[config.mk]
export PLATFORM = sky130hd
export DESIGN_NAME = result_display_mux
export DESIGN_NICKNAME = d
export VERILOG_FILES = /design/src/rtl/result_display_mux.sv
export SDC_FILE = /design/constraint.sdc
export NUM_CORES = 1
export LEC_CHECK = 0
export BUFFER_PORTS_ARGS = -buffer_cell sky130_fd_sc_hd__buf_4
export CELL_PAD_IN_SITES_DETAIL_PLACEMENT = 1
export CELL_PAD_IN_SITES_GLOBAL_PLACEMENT = 1
export CORE_MARGIN = 5
export CORE_UTILIZATION = 40
export DETAILED_ROUTE_END_ITERATION = 10
export PLACE_DENSITY_LB_ADDON = 0.1
export SYNTH_ARGS = -nofsm -noshare
export SYNTH_HDL_FRONTEND = slang
export SYNTH_SLANG_ARGS = --single-unit
[constraint.sdc]
create_clock -name clk -period 5.07 [get_ports clk]
set_input_delay 1.014 -clock clk [delete_from_list [all_inputs] [get_ports clk]]
set_output_delay 1.014 -clock clk [all_outputs]
set_load 0.02 [all_outputs]
[src/rtl/result_display_mux.sv]
// N-digit multiplexed 7-segment result display with reset synchroniser,
// heartbeat divider, result history (newest on digit 0) and saturating counter.
module result_display_mux #(
   parameter int NUM_DIGITS     = 4,
   parameter int RESULT_W       = 4,
   parameter int SYNC_STAGES    = 2,
   parameter int SCAN_DIV       = 50000,
   parameter int HB_DIV         = 25000000,
   parameter bit HEX_EN         = 1'b0,
   parameter bit SEG_ACTIVE_LOW = 1'b1,
   parameter bit AN_ACTIVE_LOW  = 1'b1
) (
   input  logic                  clk,
   input  logic                  rst_n_pin,
   input  logic                  result_valid,
   input  logic [RESULT_W-1:0]   result_in,
   input  logic                  clear,
   output logic                  rst_n,
   output logic [6:0]            seg,
   output logic [NUM_DIGITS-1:0] an,
   output logic                  heartbeat,
   output logic [15:0]           result_count
);

   localparam int SCAN_W = $clog2(SCAN_DIV);
   localparam int HB_W   = (HB_DIV > 1) ? $clog2(HB_DIV) : 1;
   localparam int IDX_W  = (NUM_DIGITS > 1) ? $clog2(NUM_DIGITS) : 1;

   localparam logic [SCAN_W-1:0]     SCAN_LAST = SCAN_W'(SCAN_DIV - 1);
   localparam logic [HB_W-1:0]       HB_LAST   = HB_W'(HB_DIV - 1);
   localparam logic [IDX_W-1:0]      IDX_LAST  = IDX_W'(NUM_DIGITS - 1);
   localparam logic [6:0]            SEG_OFF   = SEG_ACTIVE_LOW ? 7'h7F : 7'h00;
   localparam logic [NUM_DIGITS-1:0] AN_OFF    = AN_ACTIVE_LOW ? {NUM_DIGITS{1'b1}} : {NUM_DIGITS{1'b0}};

   (* ASYNC_REG = "TRUE" *) logic [SYNC_STAGES-1:0] sync_q;
   logic [SYNC_STAGES-1:0] sync_d;

   logic [NUM_DIGITS-1:0]               hist_valid_q, hist_valid_d;
   logic [NUM_DIGITS-1:0][RESULT_W-1:0] hist_code_q, hist_code_d;
   logic [15:0]                         count_q, count_d;
   logic [SCAN_W-1:0]                   scan_cnt_q, scan_cnt_d;
   logic [IDX_W-1:0]                    scan_idx_q, scan_idx_d;
   logic [HB_W-1:0]                     hb_cnt_q, hb_cnt_d;
   logic                                hb_q, hb_d;
   logic [6:0]                          seg_q, seg_d;
   logic [NUM_DIGITS-1:0]               an_q, an_d;

   logic                  sel_valid;
   logic [RESULT_W-1:0]   sel_code;
   logic [NUM_DIGITS-1:0] onehot;

   // Active-low pattern table; out-of-range or invalid entries are blank.
   function automatic logic [6:0] decode(input logic valid, input logic [3:0] code);
      logic [6:0] pat;
      pat = 7'h7F;
      if (valid) begin
         case (code)
            4'h0: pat = 7'h40;
            4'h1: pat = 7'h79;
            4'h2: pat = 7'h24;
            4'h3: pat = 7'h30;
            4'h4: pat = 7'h19;
            4'h5: pat = 7'h12;
            4'h6: pat = 7'h02;
            4'h7: pat = 7'h78;
            4'h8: pat = 7'h00;
            4'h9: pat = 7'h10;
            4'hA: pat = HEX_EN ? 7'h08 : 7'h7F;
            4'hB: pat = HEX_EN ? 7'h03 : 7'h7F;
            4'hC: pat = HEX_EN ? 7'h46 : 7'h7F;
            4'hD: pat = HEX_EN ? 7'h21 : 7'h7F;
            4'hE: pat = HEX_EN ? 7'h06 : 7'h7F;
            default: pat = HEX_EN ? 7'h0E : 7'h7F;
         endcase
      end
      return SEG_ACTIVE_LOW ? pat : ~pat;
   endfunction

   always_comb begin
      sync_d = {sync_q[SYNC_STAGES-2:0], 1'b1};
   end

   always_ff @(posedge clk or negedge rst_n_pin) begin
      if (!rst_n_pin) sync_q <= '0;
      else            sync_q <= sync_d;
   end

   assign rst_n = sync_q[SYNC_STAGES-1];

   // Clear takes priority over a simultaneous strobe.
   always_comb begin
      hist_valid_d = hist_valid_q;
      hist_code_d  = hist_code_q;
      count_d      = count_q;
      if (clear) begin
         hist_valid_d = '0;
         count_d      = '0;
      end else if (result_valid) begin
         for (int i = NUM_DIGITS - 1; i > 0; i--) begin
            hist_valid_d[i] = hist_valid_q[i-1];
            hist_code_d[i]  = hist_code_q[i-1];
         end
         hist_valid_d[0] = 1'b1;
         hist_code_d[0]  = result_in;
         if (count_q != 16'hFFFF) count_d = count_q + 16'd1;
      end
   end

   always_comb begin
      scan_cnt_d = scan_cnt_q + SCAN_W'(1);
      scan_idx_d = scan_idx_q;
      if (scan_cnt_q == SCAN_LAST) begin
         scan_cnt_d = '0;
         scan_idx_d = (scan_idx_q == IDX_LAST) ? '0 : scan_idx_q + IDX_W'(1);
      end

      hb_cnt_d = hb_cnt_q + HB_W'(1);
      hb_d     = hb_q;
      if (hb_cnt_q == HB_LAST) begin
         hb_cnt_d = '0;
         hb_d     = ~hb_q;
      end
   end

   // seg and an come from the same scan index so they switch together.
   always_comb begin
      sel_valid = 1'b0;
      sel_code  = '0;
      onehot    = '0;
      for (int i = 0; i < NUM_DIGITS; i++) begin
         if (scan_idx_q == IDX_W'(i)) begin
            onehot[i] = 1'b1;
            sel_valid = hist_valid_q[i];
            sel_code  = hist_code_q[i];
         end
      end
      seg_d = decode(sel_valid, 4'(sel_code));
      an_d  = AN_ACTIVE_LOW ? ~onehot : onehot;
   end

   always_ff @(posedge clk or negedge rst_n) begin
      if (!rst_n) begin
         hist_valid_q <= '0;
         hist_code_q  <= '0;
         count_q      <= '0;
         scan_cnt_q   <= '0;
         scan_idx_q   <= '0;
         hb_cnt_q     <= '0;
         hb_q         <= 1'b0;
         seg_q        <= SEG_OFF;
         an_q         <= AN_OFF;
      end else begin
         hist_valid_q <= hist_valid_d;
         hist_code_q  <= hist_code_d;
         count_q      <= count_d;
         scan_cnt_q   <= scan_cnt_d;
         scan_idx_q   <= scan_idx_d;
         hb_cnt_q     <= hb_cnt_d;
         hb_q         <= hb_d;
         seg_q        <= seg_d;
         an_q         <= an_d;
      end
   end

   assign seg          = seg_q;
   assign an           = an_q;
   assign heartbeat    = hb_q;
   assign result_count = count_q;

endmodule

==> results by group, run 1 <==
STA
  • Fmax: 389 MHz
  • Final Hold Vio Count: 0
  • Clock skew: 11.1 ps
  • Worst-Margin Slew: 999 ps
  • Fin. max-slew vios: 0
  • Rel. slew slack: 0.328
  • Setup TNS: 0 ps
  • Final Cycle Share: 0.507
  • Min Tclk post-route: 2570 ps
  • Final setup violating endpoints: 0
  • RSZ-0062 raised after global routing: no

Setup path
  • Crit path required time: 5340 ps
  • Reg2Reg Setup Slack: 2530 ps
  • Crit end category: flop
  • Crit path max fanout: 24
  • Critical path class: in2reg
  • Critical Path Start Type: input port
  • RR Endpoint: result_count[9]
  • Reg2reg path depth: 6
  • Worst EP arrival: 2840 ps
  • RR Startpoint: result_count[0]

Routing
  • WL per Instance: 15.8 um
  • Initial DRC Count: 163
  • Detailed Route WL: 9460 um
  • DR DRC count: 0
  • Via Count: 3211
  • Vias per cell: 5.37
  • DR pass1 iterations: 4
  • Routed Antenna Nets: 0

Floorplan
  • Cell Rows: 38
  • Die height: 116 um
  • Area of the core: 0.0109 mm^2
  • Die ar.: 0.0133 mm^2
  • Num ports: 37
  • Die Wd: 116 um
  • Initial Utilization: 0.409

Logic synthesis
  • EDFF count, synth: 0
  • Cell area after synthesis: 0.00445 mm^2
  • Post-synth top area share: 0.461
  • Main flop type after synthesis: dfrtp_1
  • Yosys reg bits: 93
  • Register area share after synthesis: 0.526
  • Syn Nets: 433
  • Leading post-synthesis cells by cell area: dfrtp_1, dfstp_2, xnor2_1
  • Count of cell types in the netlist: 58
  • Syn_area_per_cell: 10.7 um^2
  • Async S/R FF share, synth: 1.00
  • Largest area contributor in the netlist: dfrtp_1
  • Number of synthesis warnings: 0
  • Cells after Synth: 417

GRT
  • Initial antenna violation count: 0
  • First-pass GRT wire length: 16700 um
  • Vias in the first global route: 3447
  • Global-route usage over all layers: 0.156
  • Largest net degree at the start of global routing: 77
  • Overflow after GRT: 0

Power and ir drop
  • Leakage: 2.23 nW
  • Power per cell area: 307 mW/mm^2
  • Peak supply drop: 122 uV

CTS
  • Latest clock arrival within the worst-skew pair: 380 ps
  • CTS tree: done
  • CTS max path bufs: 2
  • CTS Buf Count: 9
  • Resized Gates After CTS: 0
  • Hold-fix buffers, CTS: 0
  • Clk root buf: clkbuf_8
  • Post-CTS setup buffers: 0
  • CTS clk-pin slew, worst paths: 100 ps
  • Htree depth: 3
  • Sinks on Clock Net: 93

Placement
  • Placed instance area: 0.00486 mm^2
  • Placer congestion estimate: 0.724
  • Hpwl dp: 6360 um
  • IO buf count: 36

Finish
  • NumNets Final: 469
  • Most frequent cells in the layout: dfrtp_1, nor2_1, buf_4
  • Final Instance Area: 0.00510 mm^2
  • Commonest non-fill, non-tap cell in the layout: dfrtp_1
  • Antenna diode count: 0
  • Area Overhead vs Synth: 14.5%
  • Fraction of layout cells with a size suffix above 1: 0.190
  • Layout fillers: 1207

Outcome
  • Outcome: complete, no violations

Min path
  • Worst hold path type: reg2async

Run
  • Max cap viols: 0
==> final cells by class <==
cell class                 count  area [um^2]  share of cell area
multi-input combinational    299         2010               0.395
timing repair buffer          37          278              0.0545
inverter                      13         48.8             0.00957
sequential                    93         2340               0.460
tap                          140          175              0.0344
clock buffer                  10          128              0.0250
clock inverter                 6          111              0.0218
==> cell usage after synthesis (all sizes together), types with 2 or more instances <==
master   number
or3           3
buf           6
nor4bb        2
nand4        15
mux2i         4
a31o          2
o21a          2
a2111oi       2
nand3        29
inv          13
a21oi        15
and4          6
nor2b         5
dfstp        11
o21bai        4
and3          7
a21o          2
a31oi         4
nor3          7
a211oi        3
o22ai         3
nand2        27
dfrtp        82
o211ai        2
nand3b        3
and2          3
clkbuf        6
xnor2        26
o21ai         9
ha            8
xor2         17
mux2         17
nor4b         2
nor2         49
nor4          6
or4           2
nand2b        4
==> stage by stage <==
step / hold slack, ps / setup slack [ps] / utilization / power [W] / cells
floorplan: 331 / 1690 / - / 0.000929 / 417
global placement: 204 / 2180 / 0.446 / 0.000971 / 582
detailed placement: 213 / 2100 / 0.446 / 0.000979 / 582
CTS: 223 / 2510 / 0.468 / 0.00159 / 598
global route: 229 / 2310 / 0.468 / 0.00163 / 598
finish: 206 / 2500 / 0.468 / 0.00156 / 598
==> per-layer routing <==
layer | vias to the layer above | share of wire | GRT usage
met3 | 14 | 0.035 | 0.0235
met5 | - | 0 | 0
met1 | 1620 | 0.48 | 0.206
met4 | 0 | 0.020 | 0.0681
li1 | 1533 | - | -
met2 | 44 | 0.47 | 0.255
==> where the power goes <==
group	internal [W]	total (W)	leakage, nW	switching, W
sequential	0.000793	0.000827	1.20	0.0000343
clock	0.000328	0.000603	0.116	0.000275
combinational	0.0000614	0.000134	0.916	0.0000724
==> worst max-delay path: stages <==
cell and delay (ps):
buf_4 200, nand2b_1 190, nor4_2 760, nand2_1 210, nand3_1 140, mux2_1 320
==> kinds of logic after synthesis <==
group | synth area share
AOI/OAI and AO/OA | 0.0781
other | 0.000842
xor gates and xnor gates | 0.0846
buffers and inverters | 0.0225
and+or+nand+nor | 0.214
adders and majority gates | 0.0225
DFF | 0.526
muxes | 0.0520
==> registers in the layout (all words and copies together) (netlist names) <==
signal / flops
an: 4
hb_cnt_q: 25
heartbeat: 1
hist_code_q: 16
hist_valid_q: 4
result_count: 16
scan_cnt_q: 16
scan_idx_q: 2
seg: 7
sync_q: 2
==> worst max path at each step <==
stage	start	end	cells past startpoint
floorplan	sync_q[1]	rst_n	0
global placement	clear	result_count[9]	6
detailed placement	clear	result_count[9]	6
CTS	clear	result_count[9]	6
global route	result_count[0]	result_count[9]	6
finish	clear	result_count[9]	6
(Power assumes the default switching activity.)
==> run 2: changes to the inputs <==
==> constraint.sdc (replaced) <==
create_clock -name clk -period 2.3 [get_ports clk]
set_input_delay 0.46 -clock clk [delete_from_list [all_inputs] [get_ports clk]]
set_output_delay 0.46 -clock clk [all_outputs]
set_load 0.02 [all_outputs]
==> results by group, run 2 (synthesis results as in run 1) <==
Outcome
  • Outcome: complete, no violations

CTS
  • CTS max path bufs: 2
  • Sinks on Clock Net: 93
  • Resized Gates After CTS: 0
  • Htree depth: 3
  • CTS Buf Count: 9
  • Hold-fix buffers, CTS: 1
  • CTS clk-pin slew, worst paths: 90 ps
  • Post-CTS setup buffers: 0
  • Latest clock arrival within the worst-skew pair: 360 ps
  • Clk root buf: clkbuf_8
  • CTS tree: done

Finish
  • NumNets Final: 476
  • Commonest non-fill, non-tap cell in the layout: dfrtp_1
  • Fraction of layout cells with a size suffix above 1: 0.202
  • Post-Layout Cell Count: 605
  • Antenna diode count: 0
  • Area Overhead vs Synth: 16.4%
  • Max reg flops: 25
  • Final core utilization: 0.476
  • Most frequent cells in the layout: dfrtp_1, nor2_1, buf_4
  • Largest register by flop count: hb_cnt_q

STA
  • Fmax: 472 MHz
  • Final WS setup: 182 ps
  • Setup TNS: 0 ps
  • Min Tclk post-route: 2120 ps
  • Final Hold Vio Count: 0
  • Final Cycle Share: 0.921
  • RSZ-0062 raised after global routing: no
  • Clock skew: 10.7 ps
  • Fin. max-slew vios: 0
  • Worst-Margin Slew: 639 ps
  • Final setup violating endpoints: 0
  • Rel. slew slack: 0.574

Routing
  • DR pass1 iterations: 4
  • Detailed Route WL: 9580 um
  • Vias per cell: 5.39
  • DR DRC count: 0
  • Initial DRC Count: 144
  • Via Count: 3258
  • Routed Antenna Nets: 0
  • WL per Instance: 15.8 um

Power and ir drop
  • Leakage: 2.28 nW
  • Internal: 0.00267 W
  • Net Sw Frac: 0.239
  • Psw: 0.000838 W
  • Flop pwr share: 0.521
  • Tot Pwr: 0.00351 W
  • Clock share of power: 0.392
  • Power per cell area: 677 mW/mm^2
  • Peak supply drop: 262 uV
  • Comb pwr share: 0.087

Floorplan
  • Initial Utilization: 0.409
  • Area of the core: 0.0109 mm^2
  • Die height: 116 um
  • Die ar.: 0.0133 mm^2
  • Num ports: 37
  • Cell Rows: 38
  • Die Wd: 116 um

Placement
  • Placer congestion estimate: 0.792
  • Placed Cells incl. Taps: 588
  • IO buf count: 36
  • Hpwl dp: 6610 um
  • Placement Setup Slack: 195 ps

Setup path
  • CP endpoint: seg[3]
  • Crit path max fanout: 8
  • Crit end category: flop
  • Critical path class: reg2reg
  • Worst EP arrival: 2420 ps
  • RR Endpoint: seg[3]
  • Crit path required time: 2600 ps
  • Crit path from: scan_idx_q[0]
  • Critical Path Start Type: flop
  • Reg2reg path depth: 7
  • RR Startpoint: scan_idx_q[0]
  • Reg2Reg Setup Slack: 180 ps

GRT
  • Initial antenna violation count: 0
  • Vias in the first global route: 3391
  • Largest net degree at the start of global routing: 92
  • First-pass GRT wire length: 16600 um
  • Global-route usage over all layers: 0.156
  • Overflow after GRT: 0

Run
  • Max cap viols: 0

Min path
  • Worst hold path type: in2reg
-- run 2: worst max-delay path, stage by stage (launching register included) --
cell,delay (ps)
dfrtp_1,380
inv_1,100
ha_1,250
nor2_1,330
o211ai_1,190
o221a_2,220
or4_1,490
nand3b_1,100
-- run 2: area by class of cell --
type | count | area, um^2
sequential | 93 | 2340
inverter | 13 | 48.8
tap | 140 | 175
timing repair buffer | 44 | 345
multi-input combinational | 299 | 2010
fill | 1198 | 5700
clock inverter | 5 | 106
clock buffer | 11 | 151
-- run 2: per-stage QoR --
| stage | hold WS [ps] | cell area, um^2 |
|---|---|---|
| floorplan | 164 | 4460 |
| detailed placement | 246 | 4920 |
| global placement | 245 | 4920 |
| global route | 304 | 5180 |
| finish | 326 | 5180 |
| CTS | 299 | 5180 |
-- run 2: worst min-delay path by stage --
stage / depth (start not counted) / start / end / slack, ps
global placement: 1 / rst_n_pin / sync_q[0] / 240
global route: 2 / result_in[0] / hist_code_q[0] / 300
CTS: 2 / result_in[3] / hist_code_q[3] / 300
detailed placement: 1 / rst_n_pin / sync_q[0] / 250
finish: 2 / result_in[3] / hist_code_q[3] / 330
floorplan: 0 / rst_n_pin / sync_q[0] / 160
-- run 2: routing by layer --
metal,GRT usage,wire length [um],up-vias
met5,0,0,-
met1,0.206,4500,1652
met2,0.256,4590,43
li1,-,-,1550
met3,0.0277,331,13
met4,0.0603,157,0
-- run 2: power groups by stage --
stage	logic (W)	clock network (W)	registers, W
finish	0.000305	0.00138	0.00183
global route	0.000344	0.00150	0.00184
CTS	0.000313	0.00144	0.00183
detailed placement	0.000311	0	0.00186
global placement	0.000301	0	0.00186
floorplan	0.000174	0	0.00187
